<file path="src/rtl/pipe_chain.sv">
// Elastic register chain: DEPTH valid/ready stages with bubble collapse and flush.
// Optional occupancy output o_count is built only when PIPE_CHAIN_COUNT_EN is defined.
module pipe_chain #(
  parameter int W_DATA = 32,
  parameter int DEPTH  = 4,
  parameter int W_CNT  = $clog2(DEPTH + 1)
) (
  input  logic              i_clk,
  input  logic              reset,
  input  logic              i_valid,
  output logic              o_ready,
  input  logic [W_DATA-1:0] i_data,
  output logic              o_valid,
  input  logic              i_ready,
  input  logic              i_flush,
  output logic [W_DATA-1:0] o_data
`ifdef PIPE_CHAIN_COUNT_EN
  ,
  output logic [W_CNT-1:0]  o_count
`endif
);

  // Handshake: a word moves across a boundary on a rising edge where the sender's
  // valid and the receiver's ready are both 1; valid never waits on ready, and a
  // sender holding valid keeps its data stable until the transfer happens.

  if (W_DATA < 1 || W_DATA > 256) begin : g_bad_width
    $error("pipe_chain: W_DATA out of range");
  end
  if (DEPTH < 1 || DEPTH > 16) begin : g_bad_depth
    $error("pipe_chain: DEPTH out of range");
  end
  if (W_CNT < $clog2(DEPTH + 1)) begin : g_bad_cnt
    $error("pipe_chain: W_CNT too narrow for DEPTH");
  end

  logic [DEPTH-1:0]  v_q;
  logic [DEPTH-1:0]  v_d;
  logic [DEPTH-1:0]  adv;
  logic [DEPTH-1:0]  load;
  logic [W_DATA-1:0] data_q [DEPTH];

  // A stage advances unless every stage above it is full and downstream stalls;
  // this is the long ready path that lets o_ready follow i_ready in one cycle.
  always_comb begin
    logic blocked;
    blocked = ~i_ready;
    for (int k = DEPTH - 1; k >= 0; k--) begin
      adv[k]  = v_q[k] & ~blocked;
      blocked = blocked & v_q[k];
    end
  end

  always_comb begin
    load    = '0;
    load[0] = i_valid & (~v_q[0] | adv[0]);
    for (int k = 1; k < DEPTH; k++) begin
      load[k] = v_q[k-1] & (~v_q[k] | adv[k]);
    end
    v_d = load | (v_q & ~adv);
  end

  always_ff @(posedge i_clk) begin
    if (reset || i_flush) begin
      v_q <= '0;
    end else begin
      v_q <= v_d;
    end
  end

  // Data registers carry no reset and only capture when a word lands in them.
  always_ff @(posedge i_clk) begin
    if (load[0]) begin
      data_q[0] <= i_data;
    end
    for (int k = 1; k < DEPTH; k++) begin
      if (load[k]) begin
        data_q[k] <= data_q[k-1];
      end
    end
  end

  assign o_ready = ~v_q[0] | adv[0];
  assign o_valid = v_q[DEPTH-1];
  assign o_data  = data_q[DEPTH-1];

`ifdef PIPE_CHAIN_COUNT_EN
  logic [W_CNT-1:0] cnt_q;

  function automatic logic [W_CNT-1:0] popcount(input logic [DEPTH-1:0] bits);
    logic [W_CNT-1:0] n;
    n = '0;
    for (int k = 0; k < DEPTH; k++) begin
      n = n + W_CNT'(bits[k]);
    end
    return n;
  endfunction

  always_ff @(posedge i_clk) begin
    if (reset || i_flush) begin
      cnt_q <= '0;
    end else begin
      cnt_q <= popcount(v_d);
    end
  end

  assign o_count = cnt_q;
`endif

endmodule

</file>
<file path="config.mk">
export PLATFORM = sky130hd
export DESIGN_NAME = pipe_chain
export DESIGN_NICKNAME = d
export VERILOG_FILES = /design/src/rtl/pipe_chain.sv
export SDC_FILE = /design/constraint.sdc
export NUM_CORES = 1
export LEC_CHECK = 0
export CORE_MARGIN = 3
export CORE_UTILIZATION = 30
export DETAILED_ROUTE_END_ITERATION = 10
export HOLD_SLACK_MARGIN = 0.1
export RECOVER_POWER = 25
export SLEW_MARGIN = 20
export SYNTH_ARGS = -nofsm -noshare
export SYNTH_HDL_FRONTEND = slang
export SYNTH_SLANG_ARGS = --single-unit
</file>
<file path="constraint.sdc">
create_clock -name i_clk -period 7.9 [get_ports i_clk]
set_clock_uncertainty 0.15 [all_clocks]
set_input_delay 1.58 -clock i_clk [delete_from_list [all_inputs] [get_ports i_clk]]
set_output_delay 1.58 -clock i_clk [all_outputs]
set_load 0.02 [all_outputs]
</file>
# [Word-level counts from Yosys, hierarchy flattened]
# Memory sizes are Yosys's and may differ from the RTL's.
# Index checks and enable logic that the tools add are counted.
[op_classes] muxes=8 bitwise=26 n_reduce_logical=1
[ops] operator="bitwise AND 1 bit" count=11
[ops] operator="two-way mux 1 bit" count=8
[ops] operator="inverter 1 bit" count=8
[ops] operator="bitwise AND 4 bit" count=1
[ops] operator="inverter 4 bit" count=1
[ops] operator="OR 1 bit" count=4
[ops] operator="OR 4 bit" count=1
[ops] operator="logical OR 1 bit" count=1
[word_totals] register_bits=4 ramBits=128 inputBits=37 out_inout_bits=34 mem_count=1
[mem_list] name="data_q" words=4 width=32 rd=4 rd_clocked_by_memory_dff=0 write_ports=4 line="41" rtl="logic [W_DATA-1:0] data_q [DEPTH];"

# [Logic depth before layout (Yosys ltp)]
# Gate-level depths: netlist of run 1.
[logic_depth] word_depth=10 ltp_mapped=2

# [Worst setup path after synthesis of run 1]
# OpenSTA, ideal clock, no wires.
[synth_timing] path_kind="input-to-reg" from="in i_ready" to="mem data_q[0][0] (enable)" arrival_time_ns=4.170 required_ns=7.279 setup_slack_ns=3.109 stages=2 path_cell_list="and4b_4 a21boi_0"
[synth_lines] element="start, declared" line="14" rtl="input logic i_ready,"
[synth_lines] element="end, declared" line="41"

# [Final worst setup path of run 1]
[layout_timing] from="in i_ready" to="out o_ready"
[layout_via] elab_chain_len=7
[layout_lines] element="inverter 1 bit" line="47" rtl="blocked = ~i_ready;"
[layout_lines] element="bitwise AND 1 bit (3 in series)" line="50" rtl="blocked = blocked & v_q[k];"
[layout_lines] element="inverter 1 bit" line="49" rtl="adv[k] = v_q[k] & ~blocked;"
[layout_lines] element="bitwise AND 1 bit" line="49"
[layout_lines] element="OR 1 bit" line="83" rtl="assign o_ready = ~v_q[0] | adv[0];"
[layout_lines] element="end, declared" line="11" rtl="output logic o_ready,"
# Every way passes these cells.

==> impl_metrics.csv, run 1 <==
group,metric,value,unit
synth,synth.distinct_cells,12,
critical_path,critPathRequiredTime,6.17,ns
power_and_ir_drop,ir_drop,125.2,uV
synth,synth_compound_area_frac,0.01178,
route,finalWirelength,5490,um
cells_and_area,fin_nets,272,
synth,yosysTopAreaCell,"edfxtp_1",
grt,grt_pass1_wl,8445,um
floorplanning,row_count,41,
floorplanning,dieHeight,122.0,um
synth,synth_top_area_frac,0.9526,
floorplanning,core,12880,um^2
grt,grt_max_degree,33,
place,numPortBuffers,70,
critical_path,crit_arrival,3.04,ns
cts,cts_tree,"yes",
sta,rsz0062_at_grt,"false",
cts,holdBufCountCts,0,
route,via_count,1578,
synth,synth-adder-area-share,0,
sta,drv_slew,0,
critical_path,cp_slowest_cell,"clkdlybuf4s50_1",
synth,synth_top_family_by_area,"simple AND/OR/NAND/NOR gates",
floorplanning,die_x,122.0,um
cts,cts_root_buf,"clkbuf_16",
synth,synth_nets,183,
place,dp_hpwl,3475,um
synth,yosysSeqAreaShare,0.9724,
cts,cts_buffer_depth,2,
synth,synth_area,4035,um^2
sta,fmax,0.2098,GHz
route,dr.pass1.iters,3,
cts,cts_buffers,17,
power_and_ir_drop,power_density,275.9,nW/um^2
synth,yosysWarningCount,0,
critical_path,worstSetupPathType,"in -> out",
place,place_congestion,0.6303,
sta,fin_crit,4.766,ns
route,drt_iter0_drc,86,
cts,path_clk_slew,0.05,ns
cts,clk_latency,0.40,ns
route,drc,0,
synth,avgSynthCellArea,27.64,um^2
cells_and_area,drive_above_1_share,0.1296,
floorplanning,start_util,0.3134,
cts,post_cts_buffers,0,
floorplanning,ioPinCount,71,
synth,synthArstFlopShare,0,
grt,grt_usage,0.08109,
grt,antenna_found_initial,0,
cells_and_area,syn2layout_area_growth,37.09,%
synth,synth_mux_area_frac,0,
outcome,status,"finished, final reports clean",
job,cap_violations,0,
cells_and_area,post-route-util,0.4296,
synth,synth-xor-area-share,0,
hold_path,min_path_type,"reg -> reg",
synth,synth_common_cells,"edfxtp_1, dfxtp_1, nor2b_1, o21a_1",
critical_path,crit_fanout,5,
synth,synth_ff_type,"edfxtp_1",
critical_path,crit_path_frequent_cell,"clkdlybuf4s50_1",
synth,yosysMostFrequentCell,"edfxtp_1",
cts,cts.sinks,132,
cts,htree_levels,4,
synth,synthCells,146,
critical_path,worst_path_largest_cell_delay,0.54,ns
synth,yosys-top-cells-area,"edfxtp_1, dfxtp_1, o21a_1",
sta,max-slew-margin-rel,0.3053,
route,drt-wirelength-per-cell,13.10,um
cells_and_area,insertedDiodeCount,0,
sta,hold_viol,0,
critical_path,worstSetupEndpointType,"primary output",
grt,grt_pass1_vias,1637,
route,ant_nets,0,
synth,synthSimpleGateAreaFrac,0.01581,
sta,fin_crit_sh,0.6032,
power_and_ir_drop,p_leak,1.810,nW
synth,synth_edf_count,128,
sta,setup_violations,0,
critical_path,crit_chain,"clkdlybuf4s50_1 -> and4b_4 -> nand2_1 -> clkdlybuf4s50_1",
route,vias_per_cell,3.766,
sta,tns,0,ns
cts,ctsResizeCount,0,
sta,worst_pin_slew,1.039,ns
synth,synth_seq_cells,132,
grt,grt-ovfl-total,0,
critical_path,critPathLaunchType,"input port",
floorplanning,dieArea,14880,um^2
## power breakdown
group          total [mW]  internal, mW  switching, mW
combinational      0.0277        0.0172         0.0105
clock               0.710         0.454          0.256
sequential          0.788         0.784        0.00369
total                1.53          1.26          0.270
## registers in the layout, summed over array words and instances (netlist names)
register / count
data_q: 128
v_q: 4
## cell type report
class / count / area (um^2)
multi-input combinational: 14 / 145.1
timing repair buffer: 70 / 700.7
clock buffer: 18 / 429.2
fill: 1094 / 7345
tap: 172 / 215.2
sequential: 132 / 3924
clock inverter: 13 / 117.6
## final timing paths
path                      start            end  slack, ns  cells past startpoint
setup / recovery        i_ready        o_ready       3.13                      4
hold reg to reg   data_q[1][31]  data_q[2][31]       0.26                      0
setup reg to reg         v_q[2]  data_q[0][29]       5.98                      2
hold / removal    data_q[1][31]  data_q[2][31]       0.26                      0
## metrics by stage
| stage | area [um^2] | power (mW) | instances | hold WS, ns | setup WS, ns |
|---|---|---|---|---|---|
| 5_1_grt | 5532 | 1.587 | 419 | 0.2670 | 3.084 |
| 4_1_cts | 5532 | 1.546 | 419 | 0.2646 | 3.125 |
| 3_5_place_dp | 4985 | 0.8304 | 388 | 0.2545 | 3.135 |
| 6_report | 5532 | 1.526 | 419 | 0.2630 | 3.134 |
| 2_1_floorplan | 4035 | 0.8072 | 146 | 0.2503 | 3.109 |
| 3_3_place_gp | 4985 | 0.8286 | 388 | 0.2509 | 3.151 |
## routing by layer
metal  track usage  up-vias  routed length, um
li1              -      770                  -
met1       0.07697      758               1951
met2        0.1388       38               3131
met3       0.03389       12                247
met4       0.06092        0                159
met5             0        -                  0
## layout by cell type (no fill, tap or decap), drive strengths merged
master	n
nor2b	3
a22o	1
and4b	1
clkinvlp	3
a21boi	1
clkinv	8
nor2	1
nand2	1
dfxtp	4
clkdlybuf4s50	70
and2b	1
edfxtp	128
clkbuf	18
bufinv	2
nor3b	1
o21a	3
and3b	1
## critical path, delay by kind of cell
family | cells | cell delay, ns
simple gates | 2 | 0.48
buf+inv | 2 | 0.97
## cells by family after synthesis
logic type      after synthesis
compound gates                5
flops                       132
simple gates                  9
Note: power is estimated with default switching activity, not from simulation.
==> run 2, diff against run 1 <==
==> constraint.sdc (replaced) <==
create_clock -name i_clk -period 4.17 [get_ports i_clk]
set_clock_uncertainty 0.15 [all_clocks]
set_input_delay 0.834 -clock i_clk [delete_from_list [all_inputs] [get_ports i_clk]]
set_output_delay 0.834 -clock i_clk [all_outputs]
set_load 0.02 [all_outputs]
==> run 2 against run 1 <==
Die area did not move. Power rose by 94%. Wire length rose by 4.0%. Combinational power rose by 94%. Critical path depth did not move. Design area rose by 0.59%. Flip-flop and latch count did not move. First-iteration DRC count rose by 8.1%. Largest power group unchanged.
==> impl_metrics.csv, run 2 (synthesis gave the netlist of run 1 again) <==
group,metric,value,unit
outcome,status,"finished, final reports clean",
sta,setup_violations,0,
cts,cts_buffer_depth,2,
grt,grt_usage,0.08638,
route,vias_per_cell,3.729,
power_and_ir_drop,p_leak,1.828,nW
sta,tns,0,ns
floorplanning,die_x,122.0,um
sta,fin_crit,3.289,ns
grt,grt_pass1_wl,8990,um
cts,clk_latency,0.40,ns
grt,grt-ovfl-total,0,
cells_and_area,largest_registers,"data_q x128, v_q x4",
cells_and_area,largest_reg_flops,128,
cells_and_area,fin_cells,421,
sta,drv_slew,0,
route,dr.pass1.iters,5,
critical_path,worstSetupEndpointType,"primary output",
place,numPortBuffers,70,
route,ant_nets,0,
route,finalWirelength,5710,um
floorplanning,row_count,41,
critical_path,crit_arrival,2.30,ns
place,dp.cells,389,
cts,ctsResizeCount,0,
route,via_count,1570,
sta,fin_crit_sh,0.7887,
power_and_ir_drop,ir_drop,241.6,uV
place,dp_hpwl,3780,um
cells_and_area,syn2layout_area_growth,37.89,%
route,drt-wirelength-per-cell,13.56,um
sta,hold_viol,0,
cts,post_cts_buffers,0,
grt,antenna_found_initial,0,
sta,max-slew-margin-rel,0.4063,
critical_path,crit_fanout,5,
cells_and_area,stdcell_area,5564,um^2
grt,grt_pass1_vias,1733,
cts,cts_tree,"yes",
cts,cts_buffers,17,
cells_and_area,insertedDiodeCount,0,
cts,htree_levels,4,
route,drc,0,
grt,grt_max_degree,33,
cells_and_area,drive_above_1_share,0.1285,
floorplanning,start_util,0.3134,
cts,cts_root_buf,"clkbuf_16",
critical_path,critPathLaunchType,"input port",
power_and_ir_drop,power_density,531.4,nW/um^2
cts,holdBufCountCts,0,
cells_and_area,fin_nets,273,
floorplanning,ioPinCount,71,
floorplanning,core,12880,um^2
cells_and_area,final_common_cell,"edfxtp_1",
cells_and_area,top_register,"data_q",
sta,fmax,0.3041,GHz
critical_path,worstSetupPathType,"in -> out",
cts,path_clk_slew,0.05,ns
cells_and_area,final_cell_mix,"edfxtp_1, clkdlybuf4s50_1, clkbuf_16, clkinv_1, dfxtp_1",
cts,cts.sinks,132,
route,drt_iter0_drc,93,
sta,whs,0.2621,ns
floorplanning,dieHeight,122.0,um
hold_path,min_path_type,"reg -> reg",
floorplanning,dieArea,14880,um^2
job,cap_violations,0,
critical_path,critPathRequiredTime,3.19,ns
sta,worst_pin_slew,0.8887,ns
cells_and_area,nFillCells,1088,
sta,rsz0062_at_grt,"false",
place,place_area,4992,um^2
place,place_congestion,0.6604,
-- run 2: final timing paths --
kind	slack, ns	cells after the start	endpoint	from
worst max-delay path	0.88	4	o_ready	i_ready
worst min-delay path	0.26	0	data_q[2][31]	data_q[1][31]
worst max register to register	2.30	3	data_q[0][13]	v_q[2]
worst min register to register	0.26	0	data_q[2][31]	data_q[1][31]
-- run 2: through the flow --
step           utilization  setup slack, ns  power (mW)
3_3_place_gp        0.3877           0.9094       1.572
4_1_cts             0.4321           0.8683       2.990
5_1_grt             0.4321           0.8101       3.059
2_1_floorplan            -           0.1255       1.529
3_5_place_dp        0.3877           0.8736       1.574
6_report            0.4321           0.8812       2.957
-- run 2: power breakdown --
part	total (mW)	internal [mW]	switching (mW)
registers	1.49	1.48	0.00700
clock network	1.41	0.922	0.489
logic	0.0538	0.0333	0.0205
-- run 2: area by class of cell --
| type | count | area [um^2] | share of cell area |
|---|---|---|---|
| tap | 172 | 215.2 | 0.03868 |
| clock buffer | 18 | 429.2 | 0.07713 |
| timing repair buffer | 71 | 708.2 | 0.1273 |
| sequential | 132 | 3924 | 0.7052 |
| multi-input combinational | 14 | 145.1 | 0.02608 |
| clock inverter | 14 | 142.6 | 0.02564 |
-- run 2: metal layers --
| layer | vias up | GRT usage | share of wire | wire, um |
|---|---|---|---|---|
| li1 | 776 | - | - | - |
| met1 | 744 | 0.07851 | 0.34 | 1956 |
| met2 | 41 | 0.1519 | 0.59 | 3352 |
| met3 | 9 | 0.03946 | 0.042 | 242 |
| met4 | 0 | 0.05952 | 0.028 | 159 |
| met5 | - | 0 | 0 | 0 |
-- run 2: worst max-delay path, cell delays in order --
cell and delay [ns]:
clkdlybuf4s50_1 0.44, and4b_4 0.42, nand2_1 0.07, clkdlybuf4s50_1 0.54
